[src/rtl/trace_buffer_capture_ctrl.sv]
// Trace-buffer write controller: arm/stop, one-shot or circular capture, decimation, status.
// Optional macro TRACE_BUF_TIMESTAMP_EN stamps the pad bits with a capture-relative timestamp.
module trace_buffer_capture_ctrl #(
  parameter int unsigned VECTOR_DATA_WIDTH    = 192,
  parameter int unsigned TRACE_BUF_DATA_WIDTH = 256,
  parameter int unsigned TRACE_BUF_ADDR_WIDTH = 15,
  parameter int unsigned DECIM_WIDTH          = 8
) (
  input  logic                            clk,
  input  logic                            rstn,
  input  logic                            arm,
  input  logic                            stop,
  input  logic                            mode_circular,
  input  logic [DECIM_WIDTH-1:0]          decim,
  input  logic                            sample_valid,
  input  logic [VECTOR_DATA_WIDTH-1:0]    sample_data,
  input  logic [31:0]                     host_addr,
  output logic [TRACE_BUF_ADDR_WIDTH-1:0] trace_buf_bram_addr_out,
  output logic [TRACE_BUF_DATA_WIDTH-1:0] trace_buf_bram_data_in,
  output logic                            trace_buf_we,
  output logic                            trace_buf_en,
  output logic                            capturing,
  output logic                            done,
  output logic                            wrapped,
  output logic [TRACE_BUF_ADDR_WIDTH-1:0] wr_ptr,
  output logic [TRACE_BUF_ADDR_WIDTH:0]   wr_count
);

  localparam int unsigned AW    = TRACE_BUF_ADDR_WIDTH;
  localparam int unsigned CW    = TRACE_BUF_ADDR_WIDTH + 1;
  localparam int unsigned DW    = TRACE_BUF_DATA_WIDTH;
  localparam int unsigned PAD_W = TRACE_BUF_DATA_WIDTH - VECTOR_DATA_WIDTH;
  localparam logic [CW-1:0] DEPTH_C = {1'b1, {AW{1'b0}}};

  typedef enum logic [1:0] {S_IDLE, S_CAPTURE, S_DONE} state_t;

  state_t                 state;
  logic                   mode_q;
  logic [DECIM_WIDTH-1:0] decim_q;
  logic [DECIM_WIDTH-1:0] dcnt;
  logic [DW-1:0]          wdata_c;
  logic                   unused_c;

  assign trace_buf_en = 1'b1;
  assign unused_c     = ^host_addr[31:AW];

`ifdef TRACE_BUF_TIMESTAMP_EN
  generate
    if (PAD_W > 0) begin : g_ts
      logic [PAD_W-1:0] ts;

      // Zero in the first CAPTURE cycle after arm, free-running while capturing.
      always_ff @(posedge clk) begin
        if (!rstn) begin
          ts <= '0;
        end else if (arm) begin
          ts <= '0;
        end else if (state == S_CAPTURE) begin
          ts <= ts + PAD_W'(1);
        end
      end

      assign wdata_c = {ts, sample_data};
    end else begin : g_no_ts
      assign wdata_c = DW'(sample_data);
    end
  endgenerate
`else
  assign wdata_c = DW'(sample_data);
`endif

  // FSM, BRAM port mux and capture status share one register stage.
  always_ff @(posedge clk) begin
    if (!rstn) begin
      state                   <= S_IDLE;
      trace_buf_bram_addr_out <= '0;
      trace_buf_bram_data_in  <= '0;
      trace_buf_we            <= 1'b0;
      capturing               <= 1'b0;
      done                    <= 1'b0;
      wrapped                 <= 1'b0;
      wr_ptr                  <= '0;
      wr_count                <= '0;
      dcnt                    <= '0;
      mode_q                  <= 1'b0;
      decim_q                 <= '0;
    end else begin
      trace_buf_we            <= 1'b0;
      trace_buf_bram_addr_out <= host_addr[AW-1:0];

      if (arm) begin
        // Arm has priority over stop and discards any sample in this cycle.
        state     <= S_CAPTURE;
        capturing <= 1'b1;
        done      <= 1'b0;
        wrapped   <= 1'b0;
        wr_ptr    <= '0;
        wr_count  <= '0;
        dcnt      <= '0;
        mode_q    <= mode_circular;
        decim_q   <= decim;
      end else if (state == S_CAPTURE) begin
        if (sample_valid) begin
          if (dcnt == '0) begin
            trace_buf_we            <= 1'b1;
            trace_buf_bram_addr_out <= wr_ptr;
            trace_buf_bram_data_in  <= wdata_c;
            wr_ptr                  <= wr_ptr + AW'(1);
            dcnt                    <= decim_q;
            if (wr_count != DEPTH_C) begin
              wr_count <= wr_count + CW'(1);
            end
            if (&wr_ptr) begin
              if (mode_q) begin
                wrapped <= 1'b1;
              end else begin
                state     <= S_DONE;
                capturing <= 1'b0;
                done      <= 1'b1;
              end
            end
          end else begin
            dcnt <= dcnt - DECIM_WIDTH'(1);
          end
        end
        if (stop) begin
          state     <= S_DONE;
          capturing <= 1'b0;
          done      <= 1'b1;
        end
      end
    end
  end

endmodule

[config.mk]
export PLATFORM = sky130hd
export DESIGN_NAME = trace_buffer_capture_ctrl
export DESIGN_NICKNAME = d
export VERILOG_FILES = /design/src/rtl/trace_buffer_capture_ctrl.sv
export SDC_FILE = /design/constraint.sdc
export NUM_CORES = 1
export LEC_CHECK = 0
export BUFFER_PORTS_ARGS = -buffer_cell sky130_fd_sc_hd__clkbuf_2
export CAP_MARGIN = 10
export CORE_AREA = 2 2 213 215
export DETAILED_ROUTE_END_ITERATION = 6
export DIE_AREA = 0 0 215 217
export SKIP_LAST_GASP = 1
export SLEW_MARGIN = 20
export SYNTH_ARGS = -nofsm -noshare
export SYNTH_HDL_FRONTEND = slang
export SYNTH_SLANG_ARGS = --single-unit
[constraint.sdc]
create_clock -name clk -period 2.7 [get_ports clk]
set_input_delay 0.27 -clock clk [delete_from_list [all_inputs] [get_ports clk]]
set_output_delay 0.27 -clock clk [all_outputs]
set_load 0.03 [all_outputs]
Word level (Yosys, flattened, before mapping)
Index checks and enable logic that the tools add are counted.
- register bits: 261
- bits of input ports: 238
- output and inout bits: 307
- logic and storage cells: 67
- multiplexer cells: 25
- equality and inequality tests: 4
- bitwise logic cells: 4
- add/sub/neg operators: 3
- reduce and logical (&&, ||, !) cells: 18
- operators by type and width (cell ; count):
    15-bit 2-to-1 mux ; 4
    19-bit AND reduction ; 1
    16-bit by 1-bit adder with 16-bit output (second input constant) ; 1
    16-bit != test (second input constant) ; 1
    15-bit by 1-bit adder with 15-bit output (second input constant) ; 1
    1-bit 2-to-1 mux ; 15
    15-bit AND reduction ; 1
    2-bit 2-to-1 mux ; 5
    5-bit AND reduction ; 2
    3-bit nonzero test ; 3
    8-bit logical NOT ; 1
    8-bit 2-to-1 mux ; 1
    4-bit AND reduction ; 2
    2-bit nonzero test ; 4
    8-bit by 1-bit subtractor with 8-bit output (second input constant) ; 1
    1-bit NOT ; 4
    4-bit OR reduction ; 1
    3-bit != test (second input constant) ; 1
    3-bit AND reduction ; 1
    2-bit by 1-bit equality test with 1-bit output (second input constant) ; 1
    2-bit != test (second input constant) ; 1
    2-bit AND reduction ; 1
    2-bit OR reduction ; 1

Depth between registers and ports, before layout
- word-level depth: 7
- gate-level depth with buffers: 11
- gate-level depth less buffers: 7

Worst setup path after synthesis
Ideal clock, no wire load.
- path type: register to register
- start point: register, netlist name capturing
- end point: register wr_ptr[13]
- clock period less this slack: 2.301 ns
- path slack: 0.399 ns
- arrival time: 2.176 ns
- buffers on the path: 2
- stages on the path, launching flop included: 8
- path through: dfxtp_1 -> nand3b_1 -> or4b_1 -> buf_6 -> buf_6 -> nor4_1 -> xnor2_1 -> nor2_2
- RTL lines (what ; RTL line ; text):
    end signal: assignment ; 108 ; wr_ptr <= wr_ptr + AW'(1);
    end: declaration ; 25 ; output logic [TRACE_BUF_ADDR_WIDTH-1:0] wr_ptr,

Worst setup path in the final report
- start point: register dcnt[0]
- end point: register trace_buf_bram_data_in[63]
- longest elaborated chain between the ends: 2
- RTL lines (what ; RTL line ; text):
    start: declaration ; 40 ; logic [DECIM_WIDTH-1:0] dcnt;
    start signal: assignment ; 109 ; dcnt <= decim_q;
    start signal: assignment ; 123 ; dcnt <= dcnt - DECIM_WIDTH'(1);
    8-bit logical NOT ; 104 ; if (dcnt == '0) begin
    4-bit AND reduction (no line) ; -- ;
    end signal: assignment ; 107 ; trace_buf_bram_data_in <= wdata_c;
    end: declaration ; 19 ; output logic [TRACE_BUF_DATA_WIDTH-1:0] trace_buf_bram_data_in,
No other way between the ends.
A chain may end at the register's enable or synchronous reset.

==> metrics.yaml <==
rsz0062_at_grt: "no"
insertion_delay_ps: 540
tightest_slew_ps: 987
fin_setup_tns_ps: 0
whs_ps: 40.6
fin_ws_ps: 297
htree_levels: 1
ioPinCount: 545
crit_path_cell_trace: "inv_1, ha_1, nand2b_1, or4b_1, nor2_4, buf_12, buf_12, nand2_1, a21oi_1"
hold_viol: 0
period_share_pct: 89.0
stdcell_count: 2510
post-route-drc-count: 0
ctsResizeCount: 0
utilization_pct: 35.2
cap_violations: 0
coreArea_um2: 44700
fin_total_pwr_mw: 8.97
syn_avg_cell_area_um2: 8.01
placedCellCount: 2243
cp_num_buf_inv: 3
path_clk_slew_ps: 60
setup_viol: 0
wire_per_inst_um: 13.4
worstSetupEndpointType: "register"
critPathKind: "register to register"
leakagePower_nw: 6.78
ys_types: 43
drtPass1Iterations: 5
io_buffers: 462
skew_ps: 9.13
synthTopCellsByCount: "nand2_1, dfxtp_1, a21oi_1, buf_4, clkbuf_1"
multi_input_area_um2: 4140
netlist.area_leader.share_pct: 52.1
slew_violations: 0
async_reset_ff_share_pct: 0
wl_mm: 33.7
ys_seq_area_share_pct: 52.1
grt_pass1_vias: 10179
gp_congestion: 0.775
cts_buffer_depth: 3
cp_common_cell: "buf_12"
synth_seq_cells: 259
crit_arrival_ps: 2870
syn_area_um2: 9950
critPathTopFamily: "simple AND/OR/NAND/NOR gates"
num-fill-cells: 4499
synthTopCellsByArea: "dfxtp_1, nand2_1, a21oi_1"
max_freq_mhz: 416
drive_gt1_share_pct: 28.1
grt_max_degree: 118
relSlewSlack_pct: 34.2
yosys_warnings: 0
hp-class: "input port to register"
initial_core_util_pct: 22.3
place_ws_ps: 334
num_vias: 10635
die_h_um: 217
yosysMostFrequentCell: "nand2_1"
syn_inst: 1243
synthFlopType: "dfxtp_1"
vias_per_cell: 4.24
synth_top_area_cell: "dfxtp_1"
row_count: 78
area_growth_pct: 58.2
cts.sinks: 259
dieArea_um2: 46700
start_kind: "register"
dieWidth_um: 215
hpwlAfterDp_mm: 22.1
cts_tree: "done"
drt_iter0_markers: 622
slowest_delay_ps: 620
synth_edf_count: 0
grt_pass1_wl_mm: 51.8
gr-total-overflow: 0
vdd_drop_max_v: 0.000445
crit_path_max_fanout: 48
nNetsFinal: 2130
seq_area_um2: 5180
postCtsSetupBuffers: 0
ant_nets: 0
cp_slowest_cell: "or4b_1"
outcome: "completed"
grt_usage_pct: 13.4
cp.required_ps: 3160
fin_area_um2: 15700
finalCriticalPeriod_ps: 2400
cts-root-buf: "clkbuf_16"
cts_buffers: 28
p_per_area_nw_per_um2: 570
antenna_found_initial: 1
place_area_um2: 12700
-- state kept, by name (all words and copies together), names as in the netlist --
| signal | count |
|---|---|
| trace_buf_bram_data_in | 192 |
| wr_count | 16 |
| trace_buf_bram_addr_out | 15 |
| wr_ptr | 15 |
| dcnt | 8 |
| decim_q | 8 |
| capturing | 1 |
| mode_q | 1 |
| state | 1 |
| trace_buf_we | 1 |
| wrapped | 1 |
-- cell type report --
cell class,instances,share of cell area [%]
antenna,1,0.0159
clock buffer,47,5.74
clock inverter,4,0.127
inverter,8,0.223
multi-input combinational,894,26.3
sequential,259,32.9
tap,600,4.77
timing repair buffer,697,29.9
-- repair_timing --
item,CTS,global route
hold endpoints to repair,215,0
setup endpoints to repair,0,0
hold buffers,215,0
-- tightest hold or removal path: stages --
cell,delay (ps)
clkbuf_2,130
nand2_1,80
o22ai_1,50
-- cell usage in the layout, fill, tap and decap left out, types with 2 or more instances in the layout --
cell type and instances:
a21oi_1 219, a31oi_1 2, and2_1 3, and3_1 4, and4_1 3, buf_12 7, buf_4 13, clkbuf_1 7
clkbuf_16 29, clkbuf_2 462, clkbuf_8 11, clkinv_2 4, conb_1 65, dfxtp_1 259, dlygate4sd3_1 215, ha_1 4
inv_1 7, mux2_2 2, mux2i_1 12, nand2_1 435, nand2b_1 2, nand3_1 12, nand4_1 11, nor2_1 46
nor3_1 9, nor4_1 8, nor4b_1 3, o21ai_0 6, or3_1 6, xnor2_1 10, xor2_1 16
-- report_power, final --
part / switching (mW) / total (mW) / leakage, nW / internal, mW
clock: 1.51 / 3.76 / 0.460 / 2.26
combinational: 0.726 / 1.22 / 4.22 / 0.499
sequential: 0.0586 / 3.99 / 2.10 / 3.93
total: 2.29 / 8.97 / 6.78 / 6.68
-- kinds of logic (layout without fill, tap and decap cells) --
family | after synthesis | after routing | synth area share, %
AND/OR/NAND/NOR | 553 | 553 | 23.0
flip-flops | 259 | 259 | 52.1
AO/OA/AOI/OAI | 232 | 232 | 11.9
buffers and inverters | 153 | 756 | 8.74
XOR/XNOR | 26 | 26 | 2.29
multiplexers | 14 | 14 | 1.43
adder cells (fa/ha/maj) | 4 | 4 | 0.503
other | 2 | 66 | 0.0755
-- routing by layer --
metal  routed length [um]  GRT usage [%]  part of all wire, %
met2                16700           24.1                   49
met3                 2240           2.67                  6.7
met4                  983           4.99                  2.9
met1                13800           15.8                   41
met5                    0              0                    0
-- final timing paths --
check | to | startpoint | depth (start not counted) | slack [ps]
setup reg to reg | trace_buf_bram_data_in[63]$_SDFFE_PN0P_ | dcnt[0]$_SDFFE_PP0P_ | 9 | 300
setup / recovery | trace_buf_bram_data_in[63]$_SDFFE_PN0P_ | dcnt[0]$_SDFFE_PP0P_ | 9 | 300
hold / removal | capturing$_SDFFE_PN0P_ | rstn | 3 | 40
hold reg to reg | trace_buf_bram_data_in[173]$_SDFFE_PN0P_ | trace_buf_bram_data_in[173]$_SDFFE_PN0P_ | 2 | 450
(Power assumes the default switching activity.)
